==> config.mk <==
export PLATFORM = sky130hd
export DESIGN_NAME = tx2de5_serial
export DESIGN_NICKNAME = d
export VERILOG_FILES = /design/src/rtl/tx2de5_pkg.sv /design/src/rtl/tx2de5_baud.sv /design/src/rtl/tx2de5_serial.sv
export SDC_FILE = /design/constraint.sdc
export NUM_CORES = 1
export LEC_CHECK = 0
export ABC_AREA = 0
export BUFFER_PORTS_ARGS = -buffer_cell sky130_fd_sc_hd__buf_2
export CORE_ASPECT_RATIO = 2
export CORE_UTILIZATION = 58
export DETAILED_ROUTE_END_ITERATION = 16
export PLACE_DENSITY = 0.8
export SYNTH_ARGS = -nofsm -noshare
export SYNTH_HDL_FRONTEND = slang
export SYNTH_SLANG_ARGS = --single-unit
==> constraint.sdc <==
create_clock -name clk -period 2.7 [get_ports clk]
set_clock_uncertainty 0.05 [all_clocks]
set_input_delay 0.27 -clock clk [delete_from_list [all_inputs] [get_ports clk]]
set_output_delay 0.27 -clock clk [all_outputs]
set_load 0.02 [all_outputs]
==> src/rtl/tx2de5_pkg.sv <==
// Shared types and constants for the 2-of-5 serial transmitter.
// Frame states, the weighted 7-4-2-1-0 code table and the default bit period.
package tx2de5_pkg;

  localparam int unsigned ClksPerBitDefault = 50000;

  typedef enum logic [1:0] {
    StIdle  = 2'd0,
    StStart = 2'd1,
    StData  = 2'd2,
    StStop  = 2'd3
  } state_t;

  localparam logic [4:0] CodeInvalid = 5'b00000;

  // Entry 9 first so that CodeTable[d] selects the code for digit d.
  localparam logic [9:0][4:0] CodeTable = {
    5'b10100, 5'b10010, 5'b10001, 5'b01100, 5'b01010,
    5'b01001, 5'b00110, 5'b00101, 5'b00011, 5'b11000
  };

  function automatic logic [4:0] encode_digit(input logic [3:0] d);
    logic [4:0] code;
    code = CodeInvalid;
    if (d <= 4'd9) begin
      code = CodeTable[d];
    end
    return code;
  endfunction

endpackage

==> src/rtl/tx2de5_baud.sv <==
// Bit-period timer: counts 0..ClksPerBit-1 while enabled, ticks on the terminal count.
// The counter reloads to zero after the tick, so every period is exactly ClksPerBit cycles.
module tx2de5_baud #(
  parameter int unsigned ClksPerBit = 4
) (
  input  logic clk_i,
  input  logic rst_ni,
  input  logic en_i,
  input  logic clr_i,
  output logic tick_o
);

  localparam int unsigned CntW = $clog2(ClksPerBit);
  localparam logic [CntW-1:0] CntMax = CntW'(ClksPerBit - 1);

  logic [CntW-1:0] cnt_q, cnt_d;

  always_comb begin
    tick_o = en_i && (cnt_q == CntMax);
    cnt_d  = '0;
    if (clr_i) begin
      cnt_d = '0;
    end else if (en_i && !tick_o) begin
      cnt_d = cnt_q + 1'b1;
    end
  end

  always_ff @(posedge clk_i or negedge rst_ni) begin
    if (!rst_ni) begin
      cnt_q <= '0;
    end else begin
      cnt_q <= cnt_d;
    end
  end

endmodule

==> src/rtl/tx2de5_serial.sv <==
// Serial 2-of-5 digit transmitter: start bit 1, code[4]..code[0], stop bit 0.
// Define ERR_FRAME_EN to send digits >9 as a full frame carrying code 00000.
module tx2de5_serial
  import tx2de5_pkg::*;
#(
  parameter int unsigned CLKS_PER_BIT = ClksPerBitDefault
) (
  input  logic       clk,
  input  logic       rst_n,
  input  logic [3:0] digit,
  input  logic       start,
  output logic       ready,
  output logic       tx_line,
  output logic [4:0] code_out,
  output logic       done,
  output logic       err
);

  state_t     state_q, state_d;
  logic [2:0] bit_q, bit_d;
  logic [4:0] code_q, code_d;
  logic       err_q, err_d;
  logic       tick;
  logic       accept;
  logic       digit_bad;

  assign digit_bad = (digit > 4'd9);
  assign ready     = (state_q == StIdle);

`ifdef ERR_FRAME_EN
  assign accept = start && ready;
`else
  assign accept = start && ready && !digit_bad;
`endif

  tx2de5_baud #(
    .ClksPerBit(CLKS_PER_BIT)
  ) u_baud (
    .clk_i (clk),
    .rst_ni(rst_n),
    .en_i  (state_q != StIdle),
    .clr_i (accept),
    .tick_o(tick)
  );

  always_comb begin
    state_d = state_q;
    bit_d   = bit_q;
    code_d  = code_q;
    err_d   = start && ready && digit_bad;
    unique case (state_q)
      StIdle: begin
        if (accept) begin
          state_d = StStart;
          bit_d   = 3'd0;
          code_d  = encode_digit(digit);
        end
      end
      StStart: begin
        if (tick) state_d = StData;
      end
      StData: begin
        if (tick) begin
          if (bit_q == 3'd4) begin
            state_d = StStop;
          end else begin
            bit_d = bit_q + 3'd1;
          end
        end
      end
      StStop: begin
        if (tick) state_d = StIdle;
      end
      default: state_d = StIdle;
    endcase
  end

  // Line level is decoded from registered state only, so reset forces it low at once.
  always_comb begin
    tx_line = 1'b0;
    unique case (state_q)
      StStart: tx_line = 1'b1;
      StData:  tx_line = code_q[3'd4 - bit_q];
      default: tx_line = 1'b0;
    endcase
  end

  assign done     = (state_q == StStop) && tick;
  assign err      = err_q;
  assign code_out = code_q;

  always_ff @(posedge clk or negedge rst_n) begin
    if (!rst_n) begin
      state_q <= StIdle;
      bit_q   <= 3'd0;
      code_q  <= CodeInvalid;
      err_q   <= 1'b0;
    end else begin
      state_q <= state_d;
      bit_q   <= bit_d;
      code_q  <= code_d;
      err_q   <= err_d;
    end
  end

endmodule

# After elaboration in Yosys (flattened, before gate mapping)
# Memory sizes are Yosys's and may differ from the RTL's. A register that Yosys moved wholly into a read port is not among the register bits.
# Index checks and enable logic that the tools add are counted.
# word_totals
regBits,22
mem_bits_ro,80
input_bits,7
out_inout_bits,9
word_cells,51
n_memories,1
# memory_table
name,words,width,read_ports,rd_ports_with_merged_regs,write_ports,line,text
(no name shown),16,5,1,1,0,tx2de5_pkg.sv:26,code = CodeTable[d];
# op_classes
n_addsub,3
order_cmp,2
n_eq_ne,11
n_mux,15
n_reduce_logical,15
# ops
operator,count
$mux W16,2
$add A16 B1 Y16 const B,1
$eq A16 B16 Y1 const B,1
$mux W2,5
$ne A2 B2 Y1 const B,5
$mux W3,3
$pmux W2 S4,1
$logic_and A1 B1 Y1,6
$pmux W3 S2,1
$reduce_and A5 Y1,1
$eq A2 B2 Y1 const B,2
$gt A4 B4 Y1 const B,1
$lt A3 B4 Y1 const B,1
$reduce_and A4 Y1,1
$reduce_bool A2 Y1,2
$add A3 B1 Y3 const B,1
$bmux W1 S3,1
$eq A3 B3 Y1 const B,1
$logic_not A1 Y1,3
$sub A3 B3 Y3 const A,1
$eq A2 B1 Y1 const B,1
$logic_not A2 Y1,1
$ne A2 B1 Y1 const B,1
$pmux W1 S2,1
2 further kinds,2

# Depth between registers and ports, before layout
# depth
depth_word,6
depth_mapped,8
depth_no_buf,6

# Cells and area by module
# Synthesis repeated with hierarchy kept, for this count alone.
# unflattened
hier_cells,169
hier_area_um2,1692.9
# by_module_without_submodules
mod,instances,cells_per_inst,area_each_um2,seq_area_each_um2
tx2de5_serial,1,88,883.3,275.3
tx2de5_baud,1,81,809.5,400.4

# Worst setup path before layout
# OpenSTA, ideal clock, no wires.
# synth_timing
kind,register -> register
startpoint,register state_q[0]
endpoint,register state_q[1]
setup_ns,0.125
arrival_ns,1.934
t_required_ns,2.525
setup_slack_ns,0.591
path_stages_with_launch,9
path_buffers,2
period_less_slack_ns,2.109
path_cell_list,dfrtp_1 > inv_1 > ha_1 > buf_4 > and4b_1 > and4_1 > buf_6 > o221a_4 > mux2_4
# synth_between
elab_chain_cells,5
word_cells_on_any_way,15
classes_between,eq/ne: 8; mux: 1; reduce/logical: 6
# synth_lines
item,line,text
from (decl),tx2de5_serial.sv:19,"state_t state_q, state_d;"
from (signal assigned),tx2de5_serial.sv:94,state_q <= StIdle;
from (signal assigned),tx2de5_serial.sv:99,state_q <= state_d;
$logic_not A2 Y1 *,tx2de5_serial.sv:28,assign ready = (state_q == StIdle);
net ready,tx2de5_serial.sv:12,"output logic ready,"
$logic_and A1 B1 Y1 (2 in a row),tx2de5_serial.sv:33,assign accept = start && ready && !digit_bad;
$ne A2 B1 Y1 (no line),-,
$reduce_and A5 Y1 (no line),-,
# Mark *: on every way through the listed nets, which the timed path passes. The rest lies on a longest branch.
# A chain may end at the register's enable or synchronous reset.

# Final worst setup path
# layout_timing
startpoint,register state_q[0]
endpoint,output port done
# layout_between
elab_chain_cells,3
word_cells_on_any_way,4
classes_between,eq/ne: 1; reduce/logical: 3
# layout_lines
item,line,text
$reduce_bool A2 Y1,tx2de5_serial.sv:41,".en_i (state_q != StIdle),"
$logic_and A1 B1 Y1,tx2de5_baud.sv:19,tick_o = en_i && (cnt_q == CntMax);
$logic_and A1 B1 Y1 *,tx2de5_serial.sv:88,assign done = (state_q == StStop) && tick;
to (decl),tx2de5_serial.sv:15,"output logic done,"
# Every way passes the cells marked *; elsewhere a longest branch is shown, timed or not.

==> key figures <==
Status
  • Status: complete, no violations

STA
  • Worst-margin pin slew: 0.629 ns
  • RSZ-0062 raised after global routing: no
  • Final Max Tran Viols: 0
  • Fin crit share: approximately 86%
  • Final WS setup: 0.365 ns
  • Final Hold Viols: 0
  • Final Critical Period: 2.33 ns
  • FMAX: between 0.4 and 0.5 GHz
  • Total negative slack: 0 ns
  • # setup viols final: 0
  • Max_slew headroom: a little under three fifths

Global routing
  • Met2 Use GR: 46.3%
  • First-pass GRT wire length: 5.70 mm
  • Initial antenna violation count: 0
  • Busiest layer in global routing: met2
  • Met3 usage: 2.54%
  • Vias in the first global route: around 1,300
  • Largest net degree at the start of global routing: 28
  • Grt ovf: 0
  • Total track usage: 25.0%
  • GRT met1 Usage: between 20% and 30%

Min path
  • Worst hold stages: 3
  • HP Class: in -> reg

Finish
  • Area delta synth->final: 6.75%
  • Final net count: 205
  • Non-Filler Instances: 213
  • Layout cells sized above 1: approximately 16%
  • ANT cells: 0

Logic synthesis
  • Ys Warns: 0
  • Avg Synthesized Cell Area: 10.0 sq um
  • Post-Syn Nets: 190
  • Post-synthesis sequential area ratio: around 40%
  • Area contributors post-synth: dfrtp_1 40%, ha_1 9.5%, a21oi_1 3.5%
  • Synth top area share: 39.6%
  • Ys async rst share: 100%
  • Post-synthesis cell area: approximately 0.0017 sq mm
  • Synthesized flop and latch total: 27
  • Synth Instances: between 150 and 200
  • Dominant synthesized flop cell: dfrtp_1
  • Area leader, netlist: dfrtp_1
  • Distinct cells, synth: 44
  • Post-synth EDFFs: 0

Floorplan
  • Die Y: 78.7 um
  • Die area: 0.00317 sq mm
  • Core Box Area: 0.00277 sq mm
  • Starting Density: just over 60%
  • IO Count: 16
  • Row cnt: 27
  • Die Wd: 40.3 um

Placement
  • Placed cells: 208
  • Port Buffer Count: 15
  • Setup WS pre-CTS: 0.589 ns
  • Dpl hpwl: roughly 2.7 mm
  • Global placement routability congestion: 0.808

Route
  • DR iter-0 viols: 29
  • Routed Wire Length: 3.48 mm
  • Via Count: ~1,300
  • Vias per cell: 6.22
  • Router iterations before antenna repair: 4
  • Routed WL per cell: approximately 16 um
  • Drt drc: 0
  • Antenna viol nets, final: 0

Setup path
  • Endpoint type of the worst setup path: primary output
  • Crit path max fanout: 9
  • Crit Path Category: reg -> out
  • Register-to-Register Path Depth: 6
  • Critical path arrival: about 2 ns
  • CP max stage delay: 0.40 ns
  • Critical Path RT: around 2.4 ns
  • Cell Chain, Critical Path: inv_1, ha_1, and4b_1, and4_1, and2_1, buf_2
  • Startpoint Class: register
  • Slowest CP cell: dfrtp_1
  • Reg2Reg Setup Slack: 0.57 ns

Pwr
  • Peak supply drop: ~0.00071 V
  • Power per cell area: between 800 and 900 mW/mm^2
  • Leak Pwr: about 0.00087 uW

Clock tree
  • Clock slew at reported path FFs: 0.09 ns
  • Num CTS Buffers: 3
  • Clock sinks: 27
  • H-tree depth reported by CTS: 1
  • CTS tree: built
  • Root Driver: clkbuf_8
  • Clk_lat worst skew: 0.26 ns
  • Clk buf depth: 2

Job
  • Max-cap violations: 0
==> final timing paths <==
kind | from | endpoint
max in group asynchronous | rst_n | u_baud.cnt_q[14]
worst max register to register | state_q[0] | state_q[1]
min in group asynchronous | rst_n | u_baud.cnt_q[7]
worst max-delay path | state_q[0] | done
worst min-delay path | start | err
worst min register to register | u_baud.cnt_q[0] | u_baud.cnt_q[0]
==> layout by cell type (no fill, tap or decap), types with 2 or more instances in the layout <==
cell and count:
nor2_1 15, a21oi_1 12, or3_1 4, clkbuf_8 3
nand2_1 10, dfrtp_1 27, inv_1 10, and3_1 4
nand3_2 2, nor3_1 4, mux2i_1 2, and4_2 2
nand2b_1 2, o21a_1 2, xnor2_1 4, nand3_1 4
ha_1 13, nand4_1 2, and4b_1 2, and2_1 5
a311o_1 2, xor2_1 5, a21o_1 2, a2111oi_0 2
o21ai_0 10, buf_2 15
==> routing by layer <==
metal / up-vias / wire length [um] / part of all wire [%]
li1: 639 / - / -
met3: 4 / 79 / 2.3
met5: - / 0 / 0
met4: 0 / 42 / 1.2
met2: 33 / 2040 / 59
met1: 648 / 1320 / 38
==> cell usage after synthesis (2+ instances only) <==
master,count
buf_2,2
inv_1,10
a21o_1,2
xnor2_1,4
nand4_1,2
nand3_2,2
a21oi_1,12
and4_2,2
or3_1,4
and3_1,4
a311o_1,2
nand2b_1,2
nor3_1,4
and4b_1,2
a2111oi_0,2
o21a_1,2
dfrtp_1,27
mux2i_1,2
nand3_1,4
xor2_1,5
buf_6,3
nand2_1,10
and2_1,5
nor2_1,15
o21ai_0,10
ha_1,13
==> sequential cells by signal (all words and copies together), names as in the netlist <==
signal / flops
u_baud.cnt_q: 16
bit_q: 3
err: 1
code_out: 5
state_q: 2
==> stage by stage <==
stage	hold slack, ns	utilization [%]	power [uW]	area, sq um
finish	0.306	65.7	1480	1820
global route	0.311	65.7	1590	1820
CTS	0.303	65.7	1500	1820
detailed placement	0.257	63.7	1270	1770
global placement	0.251	63.7	1230	1770
floorplan	-0.0756	-	1090	1710
==> what timing repair did <==
action,CTS,global route
hold endpoints to repair,27,0
buffers inserted,0,0
hold buffers,1,0
endpoints found under the setup margin,0,0
gates resized for setup,0,0
==> critical path: cells and delay by family, from the launching register on <==
kind	cells	cell delay [ns]
buf+inv	2	0.23
flops	1	0.40
simple gates	3	0.79
fa+ha+maj	1	0.31
==> cell families (layout without fill, tap and decap cells) <==
group	Yosys count	count (layout)	share of synthesized area [%]
adder cells (fa/ha/maj)	13	13	9.54
AO/OA/AOI/OAI	37	37	14.7
flip-flops	27	27	39.6
buffers and inverters	16	30	5.21
AND/OR/NAND/NOR	63	63	22.3
XOR/XNOR	9	9	4.62
multiplexers	5	5	4.03
==> where the power goes <==
group          total (uW)  switching (uW)  internal (uW)
clock network         224             119            105
logic                 692             401            291
registers             568            75.9            492
==> final cells by class <==
class,instances,area [sq um]
repair buffers,16,85.1
fillers,235,950
flip-flops and latches,27,676
inverters,10,37.5
multi-input cells,127,941
clock buffers,4,45.0
well taps,29,36.3
No activity file was read; power rests on OpenSTA's default activity.
